--- src/rtl/gate_stim_sequencer.sv ---
// Programmable stimulus sequencer for the gate stage: plays a table of
// 4-bit a/b/c/d patterns, each held for its own dwell count, once or looping.
module gate_stim_sequencer #(
  parameter int NUM_VEC = 16,
  parameter int IDX_W   = 4,
  parameter int DWELL_W = 8,
  parameter int CNT_W   = 8
) (
  input  logic               clk,
  input  logic               rst_n,
  input  logic               wr_en,
  input  logic [IDX_W-1:0]   wr_addr,
  input  logic [3:0]         wr_pattern,
  input  logic [DWELL_W-1:0] wr_dwell,
  input  logic               start,
  input  logic               abort,
  input  logic               loop_en,
  input  logic [IDX_W-1:0]   last_idx,
  output logic               a,
  output logic               b,
  output logic               c,
  output logic               d,
  output logic               vec_valid,
  output logic [IDX_W-1:0]   vec_idx,
  output logic               busy,
  output logic               done,
  output logic [CNT_W-1:0]   pass_count
);

  typedef enum logic {S_IDLE = 1'b0, S_RUN = 1'b1} state_t;

  state_t               r_state, w_state_next;
  logic [3:0]           r_pat, w_pat_next;
  logic                 r_valid, w_valid_next;
  logic [IDX_W-1:0]     r_idx, w_idx_next;
  logic                 r_busy, w_busy_next;
  logic                 r_done, w_done_next;
  logic [CNT_W-1:0]     r_pass, w_pass_next;
  logic [DWELL_W-1:0]   r_cnt, w_cnt_next;
  logic                 r_loop, w_loop_next;
  logic [IDX_W-1:0]     r_last, w_last_next;

  // Pattern table; kept in flops because reset must clear every entry.
  logic [3:0]           r_tab_pat   [NUM_VEC];
  logic [DWELL_W-1:0]   r_tab_dwell [NUM_VEC];

  logic [IDX_W-1:0]     w_idx_inc;
  logic [DWELL_W-1:0]   w_load0;
  logic [DWELL_W-1:0]   w_load_inc;
  logic                 w_wr_ok;

  // Dwell of 0 behaves like 1, so the counter preload is max(dwell,1)-1.
  function automatic logic [DWELL_W-1:0] dwell_load(input logic [DWELL_W-1:0] dw);
    dwell_load = (dw == '0) ? '0 : dw - DWELL_W'(1);
  endfunction

  assign w_idx_inc  = r_idx + IDX_W'(1);
  assign w_load0    = dwell_load(r_tab_dwell[0]);
  assign w_load_inc = dwell_load(r_tab_dwell[w_idx_inc]);
  // Table is frozen while a run is in progress.
  assign w_wr_ok    = wr_en && (r_state == S_IDLE);

  // Table write port, only active in IDLE.
  always_ff @(posedge clk or negedge rst_n) begin
    if (!rst_n) begin
      for (int i = 0; i < NUM_VEC; i++) begin
        r_tab_pat[i]   <= '0;
        r_tab_dwell[i] <= '0;
      end
    end else if (w_wr_ok) begin
      r_tab_pat[wr_addr]   <= wr_pattern;
      r_tab_dwell[wr_addr] <= wr_dwell;
    end
  end

  // State and registered-output update.
  always_ff @(posedge clk or negedge rst_n) begin
    if (!rst_n) begin
      r_state <= S_IDLE;
      r_pat   <= '0;
      r_valid <= 1'b0;
      r_idx   <= '0;
      r_busy  <= 1'b0;
      r_done  <= 1'b0;
      r_pass  <= '0;
      r_cnt   <= '0;
      r_loop  <= 1'b0;
      r_last  <= '0;
    end else begin
      r_state <= w_state_next;
      r_pat   <= w_pat_next;
      r_valid <= w_valid_next;
      r_idx   <= w_idx_next;
      r_busy  <= w_busy_next;
      r_done  <= w_done_next;
      r_pass  <= w_pass_next;
      r_cnt   <= w_cnt_next;
      r_loop  <= w_loop_next;
      r_last  <= w_last_next;
    end
  end

  // Next-state logic: start/abort handling and entry sequencing.
  always_comb begin
    w_state_next = r_state;
    w_pat_next   = r_pat;
    w_valid_next = r_valid;
    w_idx_next   = r_idx;
    w_busy_next  = r_busy;
    w_done_next  = 1'b0;
    w_pass_next  = r_pass;
    w_cnt_next   = r_cnt;
    w_loop_next  = r_loop;
    w_last_next  = r_last;

    case (r_state)
      S_IDLE: begin
        w_pat_next   = '0;
        w_valid_next = 1'b0;
        w_busy_next  = 1'b0;
        if (start && !abort) begin
          w_state_next = S_RUN;
          w_idx_next   = '0;
          w_pat_next   = r_tab_pat[0];
          w_valid_next = 1'b1;
          w_busy_next  = 1'b1;
          w_pass_next  = '0;
          w_loop_next  = loop_en;
          w_last_next  = last_idx;
          w_cnt_next   = w_load0;
        end
      end
      S_RUN: begin
        if (abort) begin
          w_state_next = S_IDLE;
          w_pat_next   = '0;
          w_valid_next = 1'b0;
          w_busy_next  = 1'b0;
        end else if (r_cnt != '0) begin
          w_cnt_next = r_cnt - DWELL_W'(1);
        end else if (r_idx != r_last) begin
          // Advance to the next entry with no gap cycle.
          w_idx_next = w_idx_inc;
          w_pat_next = r_tab_pat[w_idx_inc];
          w_cnt_next = w_load_inc;
        end else if (r_loop) begin
          w_idx_next  = '0;
          w_pat_next  = r_tab_pat[0];
          w_cnt_next  = w_load0;
          w_pass_next = r_pass + CNT_W'(1);
        end else begin
          w_pass_next  = r_pass + CNT_W'(1);
          w_state_next = S_IDLE;
          w_pat_next   = '0;
          w_valid_next = 1'b0;
          w_busy_next  = 1'b0;
          w_done_next  = 1'b1;
        end
      end
      default: begin
        w_state_next = S_IDLE;
      end
    endcase
  end

  assign a          = r_pat[3];
  assign b          = r_pat[2];
  assign c          = r_pat[1];
  assign d          = r_pat[0];
  assign vec_valid  = r_valid;
  assign vec_idx    = r_idx;
  assign busy       = r_busy;
  assign done       = r_done;
  assign pass_count = r_pass;

endmodule

--- config.mk ---
export PLATFORM = sky130hd
export DESIGN_NAME = gate_stim_sequencer
export DESIGN_NICKNAME = d
export VERILOG_FILES = /design/src/rtl/gate_stim_sequencer.sv
export SDC_FILE = /design/constraint.sdc
export NUM_CORES = 1
export LEC_CHECK = 0
export BUFFER_PORTS_ARGS = -buffer_cell sky130_fd_sc_hd__buf_2
export CORE_MARGIN = 5
export CORE_UTILIZATION = 46
export CTS_CLUSTER_SIZE = 24
export DETAILED_ROUTE_END_ITERATION = 16
export SLEW_MARGIN = 10
export SYNTH_ARGS = -nofsm -noshare
export SYNTH_HDL_FRONTEND = slang
export SYNTH_SLANG_ARGS = --single-unit
--- constraint.sdc ---
create_clock -name clk -period 3.3 [get_ports clk]
set_input_delay 0.495 -clock clk [delete_from_list [all_inputs] [get_ports clk]]
set_output_delay 0.495 -clock clk [all_outputs]
set_load 0.05 [all_outputs]
==> flow_metrics.tcl <==
set metrics [dict create \
    htreeDepth 1 \
    synth.most_common_cell "dfrtp_1" \
    fin_util_pct 53.0 \
    initial_core_util_pct 47.0 \
    remaining_drc_errors 0 \
    worst_path_largest_cell_delay_ns 0.55 \
    synthAdderAreaFrac_pct 0.790 \
    fin_crit_sh_pct 92.1 \
    vdd_drop_max_mv 0.358 \
    wl_per_cell_um 22.2 \
    crit_chain "buf_12 > buf_12 > mux4_2 > mux2_2 > or3_1 > a21boi_1 > a31oi_2 > nor3_1 > a211oi_1" \
    syn2layout_area_growth_pct 12.9 \
    dp_hpwl_um 18200 \
    max_slew_margin_pct 38.0 \
    maxCapViolCount 0 \
    p_clk_share_pct 31.7 \
    cts_buffer_depth 3 \
    cts_made_buffers 26 \
    antenna_found_initial 0 \
    drive_gt1_share_pct 41.1 \
    seq_power_share_pct 43.1 \
    async_flop_share_pct 100 \
    finalCriticalPeriod_ns 3.04 \
    grt_max_degree 77 \
    vias 6949 \
    fill_cells 2004 \
    synth_top_area_share_pct 50.5 \
    pin_count 45 \
    cts.sinks 224 \
    ys_ff_latch 224 \
    power.internal_uw 6190 \
    synth_xor_area_share_pct 2.27 \
    ys_warn_count 0 \
    synth_top_family_by_area "multiplexers" \
    synthCells 823 \
    io_buffers 44 \
    hold_viol_final 0 \
    final_antenna_net_count 0 \
    muxShareOfSynthArea_pct 32.4 \
    clock_skew_ns 0.0113 \
    cts_root_buffer "clkbuf_16" \
    grt_pass1_wl_um 43200 \
    status "finished, final reports clean" \
    post-synth-top-area-cell "dfrtp_1" \
    synthFlopType "dfrtp_1" \
    gp_congestion 0.864 \
    viasPerCell 5.79 \
    startpoint_type "register" \
    post_cts_buffers 0 \
    wirelength_um 26700 \
    critPathRequiredTime_ns 3.70 \
    yosysSeqAreaShare_pct 50.5 \
    combPwrFrac_pct 25.2 \
    synth_edf_count 0 \
    fmax_mhz 329 \
    syn-num-nets 856 \
    worst-setup-path-type "reg2reg" \
    ys_types 59 \
    coreArea_um2 23600 \
    p_switching_uw 2510 \
    grt_usage_pct 20.4 \
    p_leak_uw 0.00539 \
    synth_compound_area_share_pct 4.34 \
    power_density_nw_per_um2 695 \
    die_area_um2 27300 \
    path_delay_family "multiplexers" \
    timing.hold.ws_ns 0.215 \
    die_h_um 165 \
    crit_slowest_cell "mux4_2" \
    synth_area_leaders "dfrtp_1, mux2_2, mux4_2, mux2i_1, xnor2_1" \
    first_iter_violations 423 \
    clk_pin_slew_ns 0.06 \
    end_kind "register" \
    path_max_fanout 46 \
    dr.pass1.iters 7 \
    diodes 0 \
    synthSimpleGateAreaFrac_pct 6.76 \
    setup_viol 0 \
    cp.arrival_ns 3.44 \
    grt_overflow 0 \
    crit_buf_inv 2 \
    swShare_pct 28.9 \
    synth_top_cells_by_count "dfrtp_1, mux2_2, mux4_2, clkbuf_1, nor2_1" \
    avgSynthCellArea_um2 13.5 \
    fin_nets 899 \
    worst_slew_pin_slew_ns 0.927 \
    grt_pass1_vias 7445 \
    tns_ns 0 \
    cp_common_cell "buf_12" \
    die_w_um 165 \
    hp-class "in2reg" \
    rows 56 \
    synth_area_um2 11100 \
    rsz0062_at_grt "false" \
    clock_latency_ns 0.52 \
    cts_tree "yes" \
    slew_viol_final 0 \
]
-- what timing repair did --
item / CTS / global route
hold buffers: 1 / 0
endpoints found under the hold margin: 65 / 0
resized for setup: 0 / 1
endpoints found under the setup margin: 0 / 1
-- final timing paths --
check / slack, ns / to / from / cells past startpoint
max: 0.26 / r_cnt[3] / vec_idx[0] / 9
min: 0.21 / r_last[3] / last_idx[3] / 2
max reg2reg: 0.26 / r_cnt[3] / vec_idx[0] / 9
min reg2reg: 0.50 / done / r_loop / 1
max in group asynchronous: 1.96 / r_tab_dwell[97] / rst_n / 3
min in group asynchronous: 0.53 / r_tab_pat[11] / rst_n / 2
-- flip-flops by register name, summed over array words and instances (netlist names) --
register / cells
r_tab_pat: 64
r_loop: 1
r_last: 4
r_cnt: 8
vec_idx: 4
r_state: 1
pass_count: 8
r_tab_dwell: 128
r_pat: 4
done: 1
busy: 1
-- metal layers --
metal	vias up	GRT usage (%)	share of wire, %
met5	-	0	0
met4	0	4.80	2.5
met3	43	3.28	4.8
met2	158	33.5	48
met1	3623	28.7	45
li1	3125	-	-
-- power by group through the flow --
stage | Sequential [uW] | Clock [uW] | Combinational [uW]
final | 3750 | 2760 | 2190
after global routing | 3820 | 2950 | 2400
after CTS | 3740 | 2820 | 2210
after detailed placement | 3790 | 0 | 2200
after global placement | 3740 | 0 | 2140
after floorplan | 3700 | 0 | 1670
-- stage by stage --
stage               power (uW)  worst slack (ns)  std cells  instance area [um^2]
finish                    8700             0.262       1200                 12500
global route              9180            0.0326       1200                 12500
CTS                       8770             0.222       1200                 12500
detailed placement        5980             0.238       1156                 11700
global placement          5880             0.279       1156                 11700
floorplan                 5370            0.0406        823                 11100
-- final cells by class --
| class | instances | area (um^2) | area share, % |
|---|---|---|---|
| multi-input cells | 531 | 5170 | 41.3 |
| clock buffers | 38 | 726 | 5.79 |
| inverters | 12 | 45.0 | 0.360 |
| well taps | 319 | 399 | 3.19 |
| flip-flops and latches | 224 | 5610 | 44.8 |
| repair buffers | 71 | 485 | 3.88 |
| clock inverters | 5 | 86.3 | 0.689 |
-- placed cells by master (no fill, tap or decap), drive strengths merged, types with 8 or more instances in the layout --
cell type / netlist / routed
dfrtp: 224 / 224
mux2: 209 / 209
buf: 22 / 70
mux4: 41 / 41
clkbuf: 34 / 38
nor2: 33 / 33
nand2: 32 / 32
mux2i: 30 / 30
nor3: 19 / 19
xnor2: 18 / 18
o21ai: 18 / 18
nand3: 14 / 14
a21oi: 13 / 13
inv: 10 / 10
nor3b: 10 / 10
xor2: 9 / 9
o22ai: 8 / 8
-- cells by family after synthesis --
| group | Yosys count |
|---|---|
| muxes | 280 |
| DFF | 224 |
| and+or+nand+nor | 145 |
| AOI/OAI and AO/OA | 72 |
| buffers and inverters | 68 |
| xor gates and xnor gates | 27 |
| adders and majority gates | 7 |
Power figures use the tool's default switching activity.
